**config.mk**
```make
export PLATFORM = sky130hd
export DESIGN_NAME = pcw_dn_ram_writer
export DESIGN_NICKNAME = d
export VERILOG_FILES = /design/src/rtl/pcw_dn_pkg.sv /design/src/rtl/pcw_dn_ram_writer_fifo.sv /design/src/rtl/pcw_dn_ram_writer.sv
export SDC_FILE = /design/constraint.sdc
export NUM_CORES = 1
export LEC_CHECK = 0
export BUFFER_PORTS_ARGS = -buffer_cell sky130_fd_sc_hd__buf_2
export CORE_ASPECT_RATIO = 0.8
export CORE_UTILIZATION = 58
export CTS_CLUSTER_SIZE = 30
export DETAILED_ROUTE_END_ITERATION = 8
export PLACE_DENSITY = 0.85
export SETUP_SLACK_MARGIN = 0.2
export SYNTH_ARGS = -nofsm -noshare
export SYNTH_HDL_FRONTEND = slang
export SYNTH_HIERARCHICAL = 1
export SYNTH_SLANG_ARGS = --single-unit
```
**constraint.sdc**
```tcl
create_clock -name clk_sys -period 8 [get_ports clk_sys]
set_input_delay 0.4 -clock clk_sys [delete_from_list [all_inputs] [get_ports clk_sys]]
set_output_delay 0.4 -clock clk_sys [all_outputs]
set_load 0.02 [all_outputs]
```
**src/rtl/pcw_dn_pkg.sv**
```systemverilog
// Shared types for the boot-image download writer.
//   dn_state_t : controller states (IDLE, LOAD, DRAIN, START)
//   dn_entry_t : one buffered download byte with its image address
//   DN_CHK_W   : width of the running image checksum
package pcw_dn_pkg;

  typedef enum logic [1:0] {
    IDLE  = 2'd0,
    LOAD  = 2'd1,
    DRAIN = 2'd2,
    START = 2'd3
  } dn_state_t;

  typedef struct packed {
    logic [15:0] addr;
    logic [7:0]  data;
  } dn_entry_t;

  localparam int DN_CHK_W = 16;

endpackage

```
**src/rtl/pcw_dn_ram_writer_fifo.sv**
```systemverilog
// pcw_dn_fifo: small synchronous FIFO of dn_entry_t.
// Ports:
//   clk_sys, reset_n : clock, synchronous active-low reset (empties the FIFO)
//   push, din        : write an entry (caller only pushes when not full or
//                      when popping in the same cycle)
//   pop, dout        : remove the head; dout always shows the head
//   full, empty      : occupancy flags
//   count            : current number of entries (0..DEPTH)
// DEPTH must be a power of two, minimum 2, so the pointers wrap naturally.
module pcw_dn_fifo
  import pcw_dn_pkg::*;
#(
  parameter int DEPTH = 4
) (
  input  logic                   clk_sys,
  input  logic                   reset_n,
  input  logic                   push,
  input  dn_entry_t              din,
  input  logic                   pop,
  output dn_entry_t              dout,
  output logic                   full,
  output logic                   empty,
  output logic [$clog2(DEPTH):0] count
);

  localparam int AW = $clog2(DEPTH);

  dn_entry_t       mem_q [DEPTH];
  logic [AW-1:0]   wr_ptr_q, wr_ptr_d;
  logic [AW-1:0]   rd_ptr_q, rd_ptr_d;
  logic [AW:0]     count_q, count_d;

  always_comb begin
    wr_ptr_d = wr_ptr_q;
    rd_ptr_d = rd_ptr_q;
    count_d  = count_q;
    if (push) wr_ptr_d = wr_ptr_q + AW'(1);
    if (pop)  rd_ptr_d = rd_ptr_q + AW'(1);
    // push and pop together (even when full) leave the count unchanged
    count_d = count_q + (AW+1)'(push) - (AW+1)'(pop);
  end

  always_ff @(posedge clk_sys) begin
    if (!reset_n) begin
      wr_ptr_q <= '0;
      rd_ptr_q <= '0;
      count_q  <= '0;
    end else begin
      wr_ptr_q <= wr_ptr_d;
      rd_ptr_q <= rd_ptr_d;
      count_q  <= count_d;
    end
  end

  // storage needs no reset: only entries below count are ever read
  always_ff @(posedge clk_sys) begin
    if (push) mem_q[wr_ptr_q] <= din;
  end

  assign dout  = mem_q[rd_ptr_q];
  assign full  = (count_q == (AW+1)'(DEPTH));
  assign empty = (count_q == '0);
  assign count = count_q;

endmodule

```
**src/rtl/pcw_dn_ram_writer.sv**
```systemverilog
// pcw_dn_ram_writer: buffers the boot-loader byte stream, commits it to
// system RAM through the arbiter, holds the Z80 until the image is written,
// then issues a one-cycle CPU start carrying the latched execute address.
// Ports:
//   clk_sys, reset_n           : clock, synchronous active-low reset
//   dn_go/dn_wr/dn_addr/dn_data: download window and byte strobe
//   dn_wait                    : backpressure, FIFO count >= FIFO_DEPTH-1
//   execute_enable/execute_addr: start PC capture
//   ram_req/ram_addr/ram_din   : write request from the FIFO head
//   ram_gnt                    : one-cycle accept, pops the head
//   cpu_hold/cpu_start/cpu_start_pc : CPU control
//   busy, overflow, byte_count, checksum : status
// Build option: PCW_DN_CHECKSUM_EN enables the 16-bit sum of written bytes;
// without it the checksum port is tied to zero.
//
// state | meaning
// IDLE  | no download; CPU free
// LOAD  | download window open, bytes buffered and written
// DRAIN | window closed, flushing remaining FIFO entries
// START | single cycle: cpu_start pulse, cpu_hold released
module pcw_dn_ram_writer
  import pcw_dn_pkg::*;
#(
  parameter int                RAM_AW     = 21,
  parameter int                FIFO_DEPTH = 4,
  parameter logic [RAM_AW-1:0] BOOT_BASE  = '0
) (
  input  logic                clk_sys,
  input  logic                reset_n,
  input  logic                dn_go,
  input  logic                dn_wr,
  input  logic [15:0]         dn_addr,
  input  logic [7:0]          dn_data,
  output logic                dn_wait,
  input  logic                execute_enable,
  input  logic [15:0]         execute_addr,
  output logic                ram_req,
  output logic [RAM_AW-1:0]   ram_addr,
  output logic [7:0]          ram_din,
  input  logic                ram_gnt,
  output logic                cpu_hold,
  output logic                cpu_start,
  output logic [15:0]         cpu_start_pc,
  output logic                busy,
  output logic                overflow,
  output logic [15:0]         byte_count,
  output logic [DN_CHK_W-1:0] checksum
);

  localparam int CW = $clog2(FIFO_DEPTH) + 1;

  dn_state_t   state_q, state_d;
  logic        cpu_hold_q, cpu_hold_d;
  logic        cpu_start_q, cpu_start_d;
  logic [15:0] cpu_start_pc_q, cpu_start_pc_d;
  logic        exec_seen_q, exec_seen_d;
  logic        overflow_q, overflow_d;
  logic [15:0] byte_count_q, byte_count_d;
  logic        dn_wait_q, dn_wait_d;

  logic          push_req, push, pop;
  logic          fifo_full, fifo_empty;
  logic [CW-1:0] fifo_count, count_nxt;
  dn_entry_t     head, entry_in;

  assign entry_in = '{addr: dn_addr, data: dn_data};

  pcw_dn_fifo #(.DEPTH(FIFO_DEPTH)) u_fifo (
    .clk_sys (clk_sys),
    .reset_n (reset_n),
    .push    (push),
    .din     (entry_in),
    .pop     (pop),
    .dout    (head),
    .full    (fifo_full),
    .empty   (fifo_empty),
    .count   (fifo_count)
  );

  always_comb begin
    push_req  = (state_q == LOAD) & dn_go & dn_wr;
    pop       = ram_gnt & ~fifo_empty;
    // a full FIFO still accepts a byte when the head leaves in the same cycle
    push      = push_req & (~fifo_full | pop);
    count_nxt = fifo_count + CW'(push) - CW'(pop);
  end

`ifdef PCW_DN_CHECKSUM_EN
  logic [DN_CHK_W-1:0] checksum_q, checksum_d;
`endif

  always_comb begin
    state_d        = state_q;
    cpu_hold_d     = cpu_hold_q;
    cpu_start_pc_d = cpu_start_pc_q;
    exec_seen_d    = exec_seen_q;
    overflow_d     = overflow_q;
    byte_count_d   = byte_count_q;
`ifdef PCW_DN_CHECKSUM_EN
    checksum_d     = checksum_q;
`endif

    if (push_req & ~push) overflow_d = 1'b1;
    if (pop) begin
      byte_count_d = byte_count_q + 16'd1;
`ifdef PCW_DN_CHECKSUM_EN
      checksum_d   = checksum_q + DN_CHK_W'(head.data);
`endif
    end

    unique case (state_q)
      IDLE: begin
        if (dn_go) begin
          state_d      = LOAD;
          cpu_hold_d   = 1'b1;
          byte_count_d = '0;
          overflow_d   = 1'b0;
          exec_seen_d  = 1'b0;
`ifdef PCW_DN_CHECKSUM_EN
          checksum_d   = '0;
`endif
        end
      end
      LOAD:  if (!dn_go) state_d = DRAIN;
      DRAIN: begin
        if (dn_go)                state_d = LOAD;
        else if (count_nxt == '0) state_d = START;
      end
      START: state_d = IDLE;
      default: state_d = IDLE;
    endcase

    if (execute_enable && state_q != IDLE) begin
      cpu_start_pc_d = execute_addr;
      exec_seen_d    = 1'b1;
    end

    // entering START: release the CPU; no execute seen means PC 0
    if (state_d == START) begin
      cpu_hold_d = 1'b0;
      if (!exec_seen_d) cpu_start_pc_d = '0;
    end

    cpu_start_d = (state_d == START);
    // computed from the post-edge count so a one-cycle-late upstream fits
    dn_wait_d   = (count_nxt >= CW'(FIFO_DEPTH - 1));
  end

  always_ff @(posedge clk_sys) begin
    if (!reset_n) begin
      state_q        <= IDLE;
      cpu_hold_q     <= 1'b0;
      cpu_start_q    <= 1'b0;
      cpu_start_pc_q <= '0;
      exec_seen_q    <= 1'b0;
      overflow_q     <= 1'b0;
      byte_count_q   <= '0;
      dn_wait_q      <= 1'b0;
    end else begin
      state_q        <= state_d;
      cpu_hold_q     <= cpu_hold_d;
      cpu_start_q    <= cpu_start_d;
      cpu_start_pc_q <= cpu_start_pc_d;
      exec_seen_q    <= exec_seen_d;
      overflow_q     <= overflow_d;
      byte_count_q   <= byte_count_d;
      dn_wait_q      <= dn_wait_d;
    end
  end

`ifdef PCW_DN_CHECKSUM_EN
  always_ff @(posedge clk_sys) begin
    if (!reset_n) checksum_q <= '0;
    else          checksum_q <= checksum_d;
  end
  assign checksum = checksum_q;
`else
  assign checksum = '0;
`endif

  assign ram_req      = ~fifo_empty;
  assign ram_addr     = BOOT_BASE + RAM_AW'(head.addr);
  assign ram_din      = head.data;
  assign dn_wait      = dn_wait_q;
  assign cpu_hold     = cpu_hold_q;
  assign cpu_start    = cpu_start_q;
  assign cpu_start_pc = cpu_start_pc_q;
  assign busy         = (state_q != IDLE);
  assign overflow     = overflow_q;
  assign byte_count   = byte_count_q;

endmodule

```
# Yosys cells after proc, flatten, opt, wreduce, memory -nomap -nowiden

Memory sizes are Yosys's and may differ from the RTL's. A register that Yosys moved wholly into a read port is not among the register bits.
Index checks and enable logic that the tools add are counted.

Memories kept: 1
Input port bits: 46
Flip-flop bits (word level): 46
Output and inout port bits: 83
Bits in writable memories: 96
Word-level logic and storage cells: 61

Memories:

| name         | words | bits a word | rd ports | clocked after Yosys merged registers in | wr ports | line                         | RTL |
|---|---|---|---|---|---|---|---|
| u_fifo.mem_q | 4     | 24          | 1        | 1                                       | 1        | pcw_dn_ram_writer_fifo.sv:28 | `dn_entry_t mem_q [DEPTH];` |

Bitwise logic cells: 10
Multiplexer cells: 21
Add/subtract/negate cells: 5
Reductions and logical operators: 7
Eq/ne operators: 5
$lt $le $gt $ge: 1

Operator list:

| operator                                                           | number |
|---|---|
| 2-to-1 mux 16 bit                                                  | 6 |
| adder 16 x 1 -> 16 bit (second input constant)                     | 1 |
| 2-to-1 mux 2 bit                                                   | 6 |
| 2-to-1 mux 1 bit                                                   | 8 |
| case mux 2 bit (4 select lines)                                    | 1 |
| equality test 2 bit (second input constant)                        | 3 |
| zero test 3 bit                                                    | 2 |
| bitwise AND 1 bit                                                  | 5 |
| adder 2 x 1 -> 2 bit (second input constant)                       | 2 |
| NOT 1 bit                                                          | 4 |
| adder 3 x 1 -> 3 bit                                               | 1 |
| equality test 3 bit (second input constant)                        | 1 |
| greater-or-equal comparator 3 x 2 -> 1 bit (second input constant) | 1 |
| subtractor 3 x 1 -> 3 bit                                          | 1 |
| equality test 2 x 1 -> 1 bit (second input constant)               | 1 |
| zero test 2 bit                                                    | 1 |
| AND reduction 2 bit                                                | 1 |
| nonzero test 2 bit                                                 | 1 |
| OR reduction 2 bit                                                 | 1 |
| logical AND 1 bit                                                  | 1 |
| bitwise OR 1 bit                                                   | 1 |

# Logic depth before layout (Yosys ltp)

Depth after elaboration: 13
Mapped depth: 14
Gate-level depth less buffers: 13

# Cells and area by module

The synthesis kept the hierarchy.

By module, submodules not included:

| module            | area an instance (µm²) | cells an instance | seq. area each (µm²) | instances |
|---|---|---|---|---|
| pcw_dn_fifo       | 3946.3                 | 169               | 3062.9               | 1 |
| pcw_dn_ram_writer | 1840.5                 | 198               | 780.7                | 1 |

# Least setup slack after synthesis

OpenSTA, ideal clock, no wires.

Path type: register -> register
From: register u_fifo.count_q[1], in the netlist u_fifo/count[1]
To: register cpu_start_pc_q[10], in the netlist cpu_start_pc[10]
Setup time: 117 ps
Clock period less this slack: 3284 ps
Required time: 7883 ps
Slack: 4716 ps
Stages on the path, launching flop included: 13
Path buffers: 1
Arrival time: 3166 ps
Cell sequence: dfxtp_1 -> nor3_1 -> inv_1 -> nand2_1 -> a21boi_0 -> ha_1 -> inv_1 -> fa_1 -> xnor3_1 -> nand4b_1 -> o41ai_4 -> buf_2 -> nor2_1

Longest elaborated chain between the ends: 13
Elaborated cells on any way between the ends: 15
Those cells by class: add/sub (2); eq/ne (2); mux (4); bitwise (5); reduce/logical (2)

Ends and longest elaborated chain:

| item                            | line                         | RTL |
|---|---|---|
| start, declared                 | pcw_dn_ram_writer_fifo.sv:31 | `logic [AW:0] count_q, count_d;` |
| start signal, assigned          | pcw_dn_ram_writer_fifo.sv:51 | `count_q <= count_d;` |
| zero test 3 bit                 | pcw_dn_ram_writer_fifo.sv:62 | `assign empty = (count_q == '0);` |
| named net fifo_empty            | pcw_dn_ram_writer.sv:62      | `logic fifo_full, fifo_empty;` |
| NOT 1 bit                       | --                           |  |
| named net ram_req               | pcw_dn_ram_writer.sv:37      | `output logic ram_req,` |
| bitwise AND 1 bit               | pcw_dn_ram_writer.sv:82      | `pop = ram_gnt & ~fifo_empty;` |
| bitwise OR 1 bit                | pcw_dn_ram_writer.sv:84      | `push = push_req & (~fifo_full \| pop);` |
| bitwise AND 1 bit               | pcw_dn_ram_writer.sv:84      |  |
| named net push                  | pcw_dn_ram_writer.sv:61      | `logic push_req, push, pop;` |
| adder 3 x 1 -> 3 bit            | pcw_dn_ram_writer.sv:85      | `count_nxt = fifo_count + CW'(push) - CW'(pop);` |
| subtractor 3 x 1 -> 3 bit       | pcw_dn_ram_writer.sv:85      |  |
| zero test 3 bit                 | pcw_dn_ram_writer.sv:127     | `else if (count_nxt == '0) state_d = START;` |
| 2-to-1 mux 2 bit                | pcw_dn_ram_writer.sv:127     |  |
| 2-to-1 mux 2 bit                | pcw_dn_ram_writer.sv:126     | `if (dn_go) state_d = LOAD;` |
| case mux 2 bit (4 select lines) | pcw_dn_ram_writer.sv:111     | `unique case (state_q)` |
| equality test 2 bit             | pcw_dn_ram_writer.sv:139     | `if (state_d == START) begin` |
| 2-to-1 mux 16 bit               | pcw_dn_ram_writer.sv:139     |  |
| end signal, assigned            | pcw_dn_ram_writer.sv:163     | `cpu_start_pc_q <= cpu_start_pc_d;` |
| end, declared                   | pcw_dn_ram_writer.sv:55      | `logic [15:0] cpu_start_pc_q, cpu_start_pc_d;` |

The timed path passes the listed nets, and every way through them passes these cells.
A chain may end at the register's enable or synchronous reset.

# Final worst setup path

From: register u_fifo.count_q[1], in the netlist u_fifo/count[1]
To: register cpu_start_pc_q[1], in the netlist cpu_start_pc[1]

Longest elaborated chain between the ends: 13
Elaborated cells on any way between the ends: 15
Those cells by class: add/sub (2); eq/ne (2); mux (4); bitwise (5); reduce/logical (2)

Ends and longest elaborated chain:

| item                            | line |
|---|---|
| zero test 3 bit                 | pcw_dn_ram_writer_fifo.sv:62 |
| named net fifo_empty            | pcw_dn_ram_writer.sv:62 |
| NOT 1 bit                       | pcw_dn_ram_writer.sv:82 |
| bitwise AND 1 bit               | pcw_dn_ram_writer.sv:82 |
| bitwise OR 1 bit                | pcw_dn_ram_writer.sv:84 |
| bitwise AND 1 bit               | pcw_dn_ram_writer.sv:84 |
| named net push                  | pcw_dn_ram_writer.sv:61 |
| adder 3 x 1 -> 3 bit            | pcw_dn_ram_writer.sv:85 |
| subtractor 3 x 1 -> 3 bit       | pcw_dn_ram_writer.sv:85 |
| zero test 3 bit                 | pcw_dn_ram_writer.sv:127 |
| 2-to-1 mux 2 bit                | pcw_dn_ram_writer.sv:127 |
| 2-to-1 mux 2 bit                | pcw_dn_ram_writer.sv:126 |
| case mux 2 bit (4 select lines) | pcw_dn_ram_writer.sv:111 |
| equality test 2 bit             | pcw_dn_ram_writer.sv:139 |
| 2-to-1 mux 16 bit               | pcw_dn_ram_writer.sv:139 |

The timed path passes the listed nets, and every way through them passes these cells.

==> flow_summary.ini <==
[clock_network]
cts_tree = built
clk_pin_slew_ns = 0.06
htreeDepth = 4
cts_hold_buffers = 0
cts_buffer_depth = 2
clk-insertion-delay-late_ns = 0.40
ctsResizeCount = 0
cts_sinks = 144
cts_setup_buffers = 0
cts_buffers = 17
clock-root-buffer = clkbuf_16

[synth]
synth_cells = 367
synth_fa_ha_area_share_pct = 2.64
synth_area_leaders = edfxtp_1 (50%), dfxtp_1 (17%), mux4_2 (7.8%)
ys.flop_type = edfxtp_1
netlist_top_cells_count = edfxtp_1 (96), dfxtp_1 (48), nor2_1 (40)
syn_area_per_cell_um2 = 15.8
synth.area.mux_share_pct = 12.5
yosys_warnings = 6
synth_compound_area_share_pct = 2.81
synth_seq_cells = 144
synth_enable_flop_cells = 96
synth_top_family_by_area = multiplexers
synth_top_cell_area_share_pct = 49.8
synth_area_leader_cell = edfxtp_1
post-synth-top-count-cell = edfxtp_1
synthSimpleGateAreaFrac_pct = 7.07
synthArstFlopShare_pct = 0
synth_xor_area_share_pct = 2.92
syn_area_um2 = 5790
yosysSeqAreaShare_pct = 66.4
ys_types = 47

[critical_path]
path_depth = 11
cp_top_family = compound AO/OA/AOI/OAI gates
startpoint = u_fifo/count[1]$_SDFF_PN0_
reg2regPathDepth = 11
critPathCapture = cpu_start_pc[1]$_SDFF_PN0_
crit_path_frequent_cell = inv_1
crit_arrival_ns = 3.97
start_kind = register
timing.critical_path.buf_inv = 2
crit_slowest_cell = o41ai_4
worstPathRequired_ns = 8.25
path_cells = nor3_1 > inv_1 > nand2_1 > a21boi_0 > ha_1 > inv_1 > fa_1 > xnor3_1 > nand4b_1 > o41ai_4 > nor2_1
cp_slowest_stage_delay_ns = 0.82
r2r_start = u_fifo/count[1]$_SDFF_PN0_
r2r_slack_ns = 4.28
reg2reg_to = cpu_start_pc[1]$_SDFF_PN0_
crit_path_end_kind = register
path_class = reg2reg
worstPathMaxFanout = 16

[timing]
rsz0062_at_grt = false
hold_slack_ns = 0.217
min_period_ns = 3.72
hold_viol_final = 0
maxSlewHeadroom_pct = 28.3
finalSetupViolCount = 0
tightestPinTransition_ns = 1.07
drv_slew = 0
fin_tns_setup_ns = 0
worst_slack_ns = 4.28
period_share_pct = 46.5
finClkSkew_ns = 0.00883
fmax_ghz = 0.269

[placed_design]
io_buffers = 107
gp_congestion = 0.778
hpwlAfterDp_mm = 6.69
post-place-ws_ns = 4.23
dp.cells = 603

[global_routing]
grt_pass1_wl_mm = 17.0
antenna_found_initial = 0
gr-usage-all-layers_pct = 22.3
grt_max_degree = 25
gr-total-overflow = 0
first_global_vias = 3317

[routing]
drt_wl_total_mm = 10.8
final_antenna_net_count = 0
dr_total_vias = 3329
drc_errors = 0
viasPerCell = 5.24
drtPass1Iterations = 4
wl_per_cell_um = 17.0
first_iter_violations = 202

[finish]
fin_nets = 543
nFillCells = 640
drive_above_1_share_pct = 34.3
syn2layout_area_growth_pct = 20.1
diodes = 0
final_util_pct = 72.0
stdcell_count = 635

[pwr]
ir_drop_uv = 143
p_leak_nw = 2.77
pwr_density_cell_nw_per_um2 = 287

[die]
die_h_um = 91.3
core_um2 = 9650
row_count = 32
die_area_um2 = 10400
ios = 129
dieWidth_um = 114
start_util_pct = 60.0

[run]
max_cap_violations = 0

[run_status]
status = completed

[min_path]
hold_class = in2reg
-- per-layer routing --
layer | vias to the layer above | part of all wire (%) | GRT usage [%]
met5 | - | 0 | 0
met2 | 112 | 52 | 37.9
met3 | 12 | 5.8 | 6.88
met1 | 1650 | 41 | 27.3
met4 | 0 | 1.5 | 7.24
li1 | 1555 | - | -
-- through the flow --
stage	total power, mW	area, µm²
final	2.00	6950
after detailed placement	1.24	6360
after global placement	1.23	6360
after floorplan	1.17	5860
after CTS	2.02	6950
after global routing	2.08	6950
-- power breakdown --
| group | leakage (nW) | switching, mW | internal (mW) |
|---|---|---|---|
| logic | 1.23 | 0.184 | 0.170 |
| clock network | 0.279 | 0.308 | 0.466 |
| registers | 1.26 | 0.0486 | 0.820 |
-- state kept, by name (all words and copies together) (netlist names), named ones only --
register and flops:
cpu_hold 1, u_fifo/count 3, byte_count 16, overflow 1, cpu_start_pc 16, exec_seen_q 1, u_fifo/mem_q 96, u_fifo/wr_ptr_q 2
cpu_start 1, dn_wait 1, u_fifo/rd_ptr_q 2, state_q 2
-- layout make-up --
type,instances,area [µm²],share of cell area [%]
timing repair buffer,112,573,8.24
clock inverter,14,158,2.27
tap,136,170,2.45
inverter,20,75.1,1.08
clock buffer,18,429,6.17
multi-input combinational,191,1700,24.5
sequential,144,3840,55.3
-- worst min-delay path by stage --
| stage | cells after the start | endpoint | slack [ns] | from |
|---|---|---|---|---|
| floorplan | 2 | exec_seen_q$_SDFF_PN0_ | 0.49 | exec_seen_q$_SDFF_PN0_ |
| global placement | 2 | overflow$_SDFF_PN0_ | 0.46 | overflow$_SDFF_PN0_ |
| detailed placement | 2 | overflow$_SDFF_PN0_ | 0.47 | overflow$_SDFF_PN0_ |
| CTS | 1 | u_fifo/mem_q[3][19]$_DFFE_PP_ | 0.20 | dn_addr[11] |
| global route | 1 | u_fifo/mem_q[2][9]$_DFFE_PP_ | 0.20 | dn_addr[1] |
| finish | 1 | u_fifo/mem_q[0][7]$_DFFE_PP_ | 0.22 | dn_data[7] |
-- worst register-to-register path, delay by kind of cell (launching register included) --
| family | cells | cell delay [ns] |
|---|---|---|
| AO/OA/AOI/OAI | 2 | 1.55 |
| adder cells (fa/ha/maj) | 2 | 0.63 |
| AND/OR/NAND/NOR | 4 | 0.60 |
| flip-flops | 1 | 0.45 |
| XOR/XNOR | 1 | 0.23 |
| buffers and inverters | 2 | 0.13 |
-- logic make-up after synthesis --
kind of cell	count (synthesis)
AOI/OAI and AO/OA	22
xor gates and xnor gates	16
adders and majority gates	11
buffers and inverters	52
DFF	144
muxes	41
other	1
and+or+nand+nor	80
-- cells in the final DEF (no fill, tap or decap), types with 3 or more instances in the layout --
master | netlist | layout
nand2_1 | 10 | 10
edfxtp_1 | 96 | 96
inv_1 | 20 | 20
buf_2 | 5 | 107
nor3_1 | 4 | 4
mux2i_1 | 17 | 17
conb_1 | 1 | 21
a21oi_1 | 7 | 7
o21ai_0 | 4 | 3
clkbuf_16 | 0 | 17
xor2_1 | 5 | 5
inv_6 | 0 | 3
buf_4 | 21 | 5
nand3b_1 | 3 | 3
clkinvlp_4 | 0 | 3
mux4_2 | 20 | 20
ha_1 | 9 | 9
xnor2_1 | 9 | 9
mux4_1 | 4 | 4
and2_1 | 6 | 6
dfxtp_1 | 48 | 47
nor2_1 | 40 | 40
Note: power is estimated with default switching activity, not from simulation.
